==> src/rtl/onehot_encoder_pipe.sv <==
`default_nettype none
// ============================================================================
//  Module   : onehot_encoder_pipe
//  Brief    : Registered one-hot to binary encoder with valid/ready handshake,
//             legality check (strict or lowest-bit priority) and a saturating
//             error counter.
//  Revision : 1.0 - initial release
// ============================================================================
module onehot_encoder_pipe #(
    parameter int N        = 10,
    parameter int PRIORITY = 0,
    parameter int CNT_W    = 8,
    localparam int W       = (N > 2) ? $clog2(N) : 1
) (
    input  logic             clk,
    input  logic             rst,
    input  logic             in_valid,
    output logic             in_ready,
    input  logic [N-1:0]     in_data,
    output logic             out_valid,
    input  logic             out_ready,
    output logic [W-1:0]     out_code,
    output logic             out_err,
    input  logic             clr_cnt,
    output logic [CNT_W-1:0] err_cnt
);

    localparam logic [CNT_W-1:0] c_cnt_max = {CNT_W{1'b1}};

    logic [W-1:0]     w_lsb_code;
    logic             w_any;
    logic             w_multi;
    logic [W-1:0]     w_code;
    logic             w_err;
    logic             w_accept;
    logic             w_out_ev;

    logic             r_out_valid;
    logic [W-1:0]     r_out_code;
    logic             r_out_err;
    logic [CNT_W-1:0] r_err_cnt;

    // Descending scan so the lowest set bit is the last (winning) write.
    always_comb begin
        w_lsb_code = '0;
        for (int i = N - 1; i >= 0; i--) begin
            if (in_data[i]) begin
                w_lsb_code = W'(i);
            end
        end
    end

    // x & (x-1) clears the lowest set bit; anything left means >1 bit set.
    assign w_any   = |in_data;
    assign w_multi = |(in_data & (in_data - N'(1)));

    generate
        if (PRIORITY != 0) begin : g_prio
            assign w_err  = ~w_any;
            assign w_code = w_lsb_code;
        end else begin : g_strict
            assign w_err  = ~w_any | w_multi;
            assign w_code = w_err ? '0 : w_lsb_code;
        end
    endgenerate

    assign in_ready = ~rst & (~r_out_valid | out_ready);
    assign w_accept = in_valid & in_ready;
    assign w_out_ev = r_out_valid & out_ready;

    always_ff @(posedge clk) begin
        if (rst) begin
            r_out_valid <= 1'b0;
            r_out_code  <= '0;
            r_out_err   <= 1'b0;
        end else if (w_accept) begin
            r_out_valid <= 1'b1;
            r_out_code  <= w_code;
            r_out_err   <= w_err;
        end else if (w_out_ev) begin
            r_out_valid <= 1'b0;
        end
    end

    always_ff @(posedge clk) begin
        if (rst || clr_cnt) begin
            r_err_cnt <= '0;
        end else if (w_accept && w_err && (r_err_cnt != c_cnt_max)) begin
            r_err_cnt <= r_err_cnt + 1'b1;
        end
    end

    assign out_valid = r_out_valid;
    assign out_code  = r_out_code;
    assign out_err   = r_out_err;
    assign err_cnt   = r_err_cnt;

endmodule
`default_nettype wire

==> config.mk <==
export PLATFORM = sky130hd
export DESIGN_NAME = onehot_encoder_pipe
export DESIGN_NICKNAME = d
export VERILOG_FILES = /design/src/rtl/onehot_encoder_pipe.sv
export SDC_FILE = /design/constraint.sdc
export NUM_CORES = 1
export LEC_CHECK = 0
export ABC_AREA = 1
export CAP_MARGIN = 20
export CORE_UTILIZATION = 35
export CTS_CLUSTER_DIAMETER = 30
export DETAILED_ROUTE_END_ITERATION = 8
export PLACE_DENSITY = 0.75
export REMOVE_ABC_BUFFERS = 1
export SYNTH_ARGS = -nofsm -noshare
export SYNTH_HDL_FRONTEND = slang
export SYNTH_SLANG_ARGS = --single-unit
==> constraint.sdc <==
create_clock -name clk -period 2 [get_ports clk]
set_input_delay 0.4 -clock clk [delete_from_list [all_inputs] [get_ports clk]]
set_output_delay 0.4 -clock clk [all_outputs]
set_load 0.05 [all_outputs]
======== Word level (Yosys, flattened, before mapping) ========
Cells that the tools add are included.
operators by class
  multiplexer cells ....................... 13
  bitwise logic cells ..................... 9
  $add $sub $neg .......................... 2
  reductions and logical operators ........ 6
  eq/ne operators ......................... 1
operators with widths
  operator               number
  $mux 4                 11
  $reduce_or 10->1       2
  $and 10x10->10         1
  $sub 10x1->10 const B  1
  $add 8x1->8 const B    1
  $ne 8x8->1 const B     1
  $and 1x1->1            3
  $not 1->1              3
  $logic_and 1x1->1      2
  $mux 1                 2
  $or 1x1->1             2
  $reduce_bool 2->1      1
  $logic_or 1x1->1       1
storage, ports and cells
  output and inout port bits .............. 15
  flip-flop bits (word level) ............. 14
  input bits .............................. 15
  word-level logic and storage cells ...... 35

======== Depth between registers and ports, before layout ========
  depth in word-level cells ............... 11
  gate-level depth with buffers ........... 11
  gate-level depth less buffers ........... 11

======== Worst setup path before layout ========
Ideal clock, no wire load.
  path kind ............................... reg-to-reg
  start point ............................. register r_out_valid (netlist: out_valid)
  end point ............................... register r_err_cnt[2] (netlist: err_cnt[2])
  setup slack ............................. 0.138 ns
  cell stages (with the launch flop) ...... 7
  buffers on the path ..................... 1
  clock period less this slack ............ 1.862 ns
  arrival time ............................ 1.793 ns
  setup time .............................. 0.070 ns
  required time ........................... 1.930 ns
  cells stage by stage .................... dfxtp_1 > a21oi_2 > nand2_2 > inv_2 > buf_2 > nand4_1 > a21oi_1
between the ends
  longest elaborated chain between the ends .. 6
ends and longest elaborated chain
  what                             RTL line  text
  start, declared                  38        logic r_out_valid;
  start signal, assigned           73        r_out_valid <= 1'b0;
  start signal, assigned           77        r_out_valid <= 1'b1;
  start signal, assigned           81        r_out_valid <= 1'b0;
  $not 1->1                        67        assign in_ready = ~rst & (~r_out_valid | out_ready);
  $or 1x1->1                       67
  $and 1x1->1                      67
  named net in_ready               18        output logic in_ready,
  $and 1x1->1                      68        assign w_accept = in_valid & in_ready;
  $logic_and 1x1->1 (2 in series)  88        end else if (w_accept && w_err && (r_err_cnt != c_cnt_max)) begin
  end signal, assigned             89        r_err_cnt <= r_err_cnt + 1'b1;
  end, declared                    41        logic [CNT_W-1:0] r_err_cnt;
The timed path passes the listed nets, and every way through them passes these cells.
A chain may end at the register's enable or synchronous reset.

======== Final worst setup path ========
  start point ............................. register r_err_cnt[6] (netlist: err_cnt[6])
  end point ............................... output err_cnt[6]
RTL lines
  what           RTL line  text
  end, declared  25        output logic [CNT_W-1:0] err_cnt
No word-level cell between the ends.

==> results.cfg <==
[setup_path]
crit_type = flip-flop to output pin
worst_path_max_delay_cell = clkdlybuf4s50_1
cp-start-kind = flip-flop
critical_path.max_fanout = 4
end_kind = output pin
cp.arrival_ps = 1530
required_ps = 1600
path_buf_inv = 1
critPathTopFamily = buffers and inverters
regToRegSetupSlack_ps = 460
path_cells = clkdlybuf4s50_1
cp_slowest_stage_delay_ps = 830

[global_routing]
overflow = 0
grt_pass1_vias = 862
antenna_found_initial = 0
grt_max_degree = 14
grt_first_pass_wirelength_um = 3546
grt_usage = 0.1638

[yosys]
yosysSeqAreaShare = 0.2898
synth_ff_type = dfxtp_1
synth.largest_area_cell = dfxtp_1
synth_commonest_cells = nand2_1 (41), inv_1 (19), a21oi_1 (14), dfxtp_1 (14), nand4_1 (12)
ys_async_sr_fraction = 0
ys_top_cells_by_area = dfxtp_1 (29%), nand2_1 (16%), nand4_1 (7.8%)
synth_area_um2 = 967.2
yosysMostFrequentCell = nand2_1
syn_inst = 141
synth-seq-cells = 14
avgSynthCellArea_um2 = 6.859
synth_edf_count = 0
netlist-cell-type-count = 23
synth_top_cell_area_share = 0.2898
synth_warnings = 0

[drt]
drtIter0Drc = 18
drc = 0
num_vias = 1021
drt-wirelength-per-cell_um = 10.62
vias_per_cell = 5.005
first_pass_iters = 5
wl_um = 2166
ant_nets = 0

[placement]
dpl.hpwl_um = 1723
dp_slack_ps = -60.03
gp_congestion = 0.8740
io_buffers = 29

[clock_network]
clockBufferDepth = 2
cts_inserted_buffers = 3
cts_tree = built
clock_sinks = 14
cts_max_level = 1
cts_setup_buffers = 0
cts-root-buf = clkbuf_4
clock_latency_ps = 290
clkTransAtPathRegs_ps = 90

[floorplan]
rows = 18
die_area_um2 = 2977
io_pins = 30
coreArea_um2 = 2545
die_x_um = 54.57
die_height_um = 54.57
start_util = 0.3800

[cells_and_area]
synthToLayoutAreaGrowth_pct = 39.72
final_nets = 191
drive_gt1_frac = 0.1494
diodes = 0
final_core_util = 0.5310

[sta]
maxSlewHeadroom = 0.6594
setup_viol = 0
rsz0062_at_grt = false
fin_crit_sh = 0.9667
drv_slew = 0
setup_slack_ps = 66.57
finalHoldViolations = 0
max_slew.worst_pin.slew_ps = 510.1
tns_ps = 0
max_freq_mhz = 517.2
min_period_ps = 1933
hold_slack_ps = 472.2
fin_skew_ps = 1.050

[power]
power_density_nw_per_um2 = 466.0
p_leak_nw = 0.5796
vdd_drop_max_v = 0.0002455

[hold_path]
hold_path_class = flip-flop to flip-flop

[outcome]
status = finished, final reports clean

[job]
cap_violations = 0
## through the flow
step                instances  area, um2  power, mW
floorplan                 139      957.2     0.3621
global placement          200       1310     0.4234
detailed placement        200       1310     0.4262
CTS                       204       1346     0.6353
global route              204       1351     0.6563
finish                    204       1351     0.6297
## metal layers
metal | track usage | vias to the layer above | share of wire
li1 | - | 524 | -
met1 | 0.1950 | 458 | 0.45
met2 | 0.2967 | 34 | 0.48
met3 | 0.01667 | 5 | 0.049
met4 | 0.06410 | 0 | 0.018
met5 | 0 | - | 0
## registers in the layout, summed over array words and instances (netlist names)
signal,flops
out_err,1
err_cnt,8
out_code,4
out_valid,1
## power by group
part	switching [mW]	internal (mW)
Sequential	0.00277	0.282
Combinational	0.0781	0.0573
Clock	0.0985	0.111
## placed cells by master, fill, tap and decap left out, types with 2 or more instances in the layout
| cell | count |
|---|---|
| nor2_4 | 6 |
| nand3_4 | 2 |
| nand4_1 | 12 |
| nor2_2 | 2 |
| dlymetal6s2s_1 | 2 |
| inv_1 | 19 |
| buf_4 | 2 |
| a21oi_1 | 14 |
| xor2_1 | 4 |
| nand2_2 | 4 |
| nand3_2 | 2 |
| nand2_1 | 41 |
| dfxtp_1 | 14 |
| nand3_1 | 3 |
| clkbuf_4 | 3 |
| clkdlybuf4s50_1 | 26 |
| nor2_1 | 7 |
## path summary, 6_finish.rpt
path                    from          to  cells after the start
setup / recovery  err_cnt[6]  err_cnt[6]                      1
hold / removal       out_err     out_err                      2
setup reg to reg  err_cnt[0]  err_cnt[4]                      7
hold reg to reg      out_err     out_err                      2
## layout make-up
class	count	area, um2
flip-flops and latches	14	280.3
clock buffers	4	36.28
multi-input cells	105	601.8
inverters	20	75.07
well taps	30	37.54
fillers	257	1194
repair buffers	31	320.3
## logic make-up after synthesis
| kind of cell | Yosys count | share of synthesized area |
|---|---|---|
| adders and majority gates | 1 | 0.01293 |
| buffers and inverters | 22 | 0.08797 |
| AOI/OAI and AO/OA | 17 | 0.09444 |
| DFF | 14 | 0.2898 |
| xor gates and xnor gates | 5 | 0.04528 |
| and+or+nand+nor | 82 | 0.4696 |
## timing repair
action,4_1_cts,5_1_grt
hold buffers,0,0
gates resized for setup,0,2
endpoints found under the setup margin,0,2
Note: power is estimated with default switching activity, not from simulation.
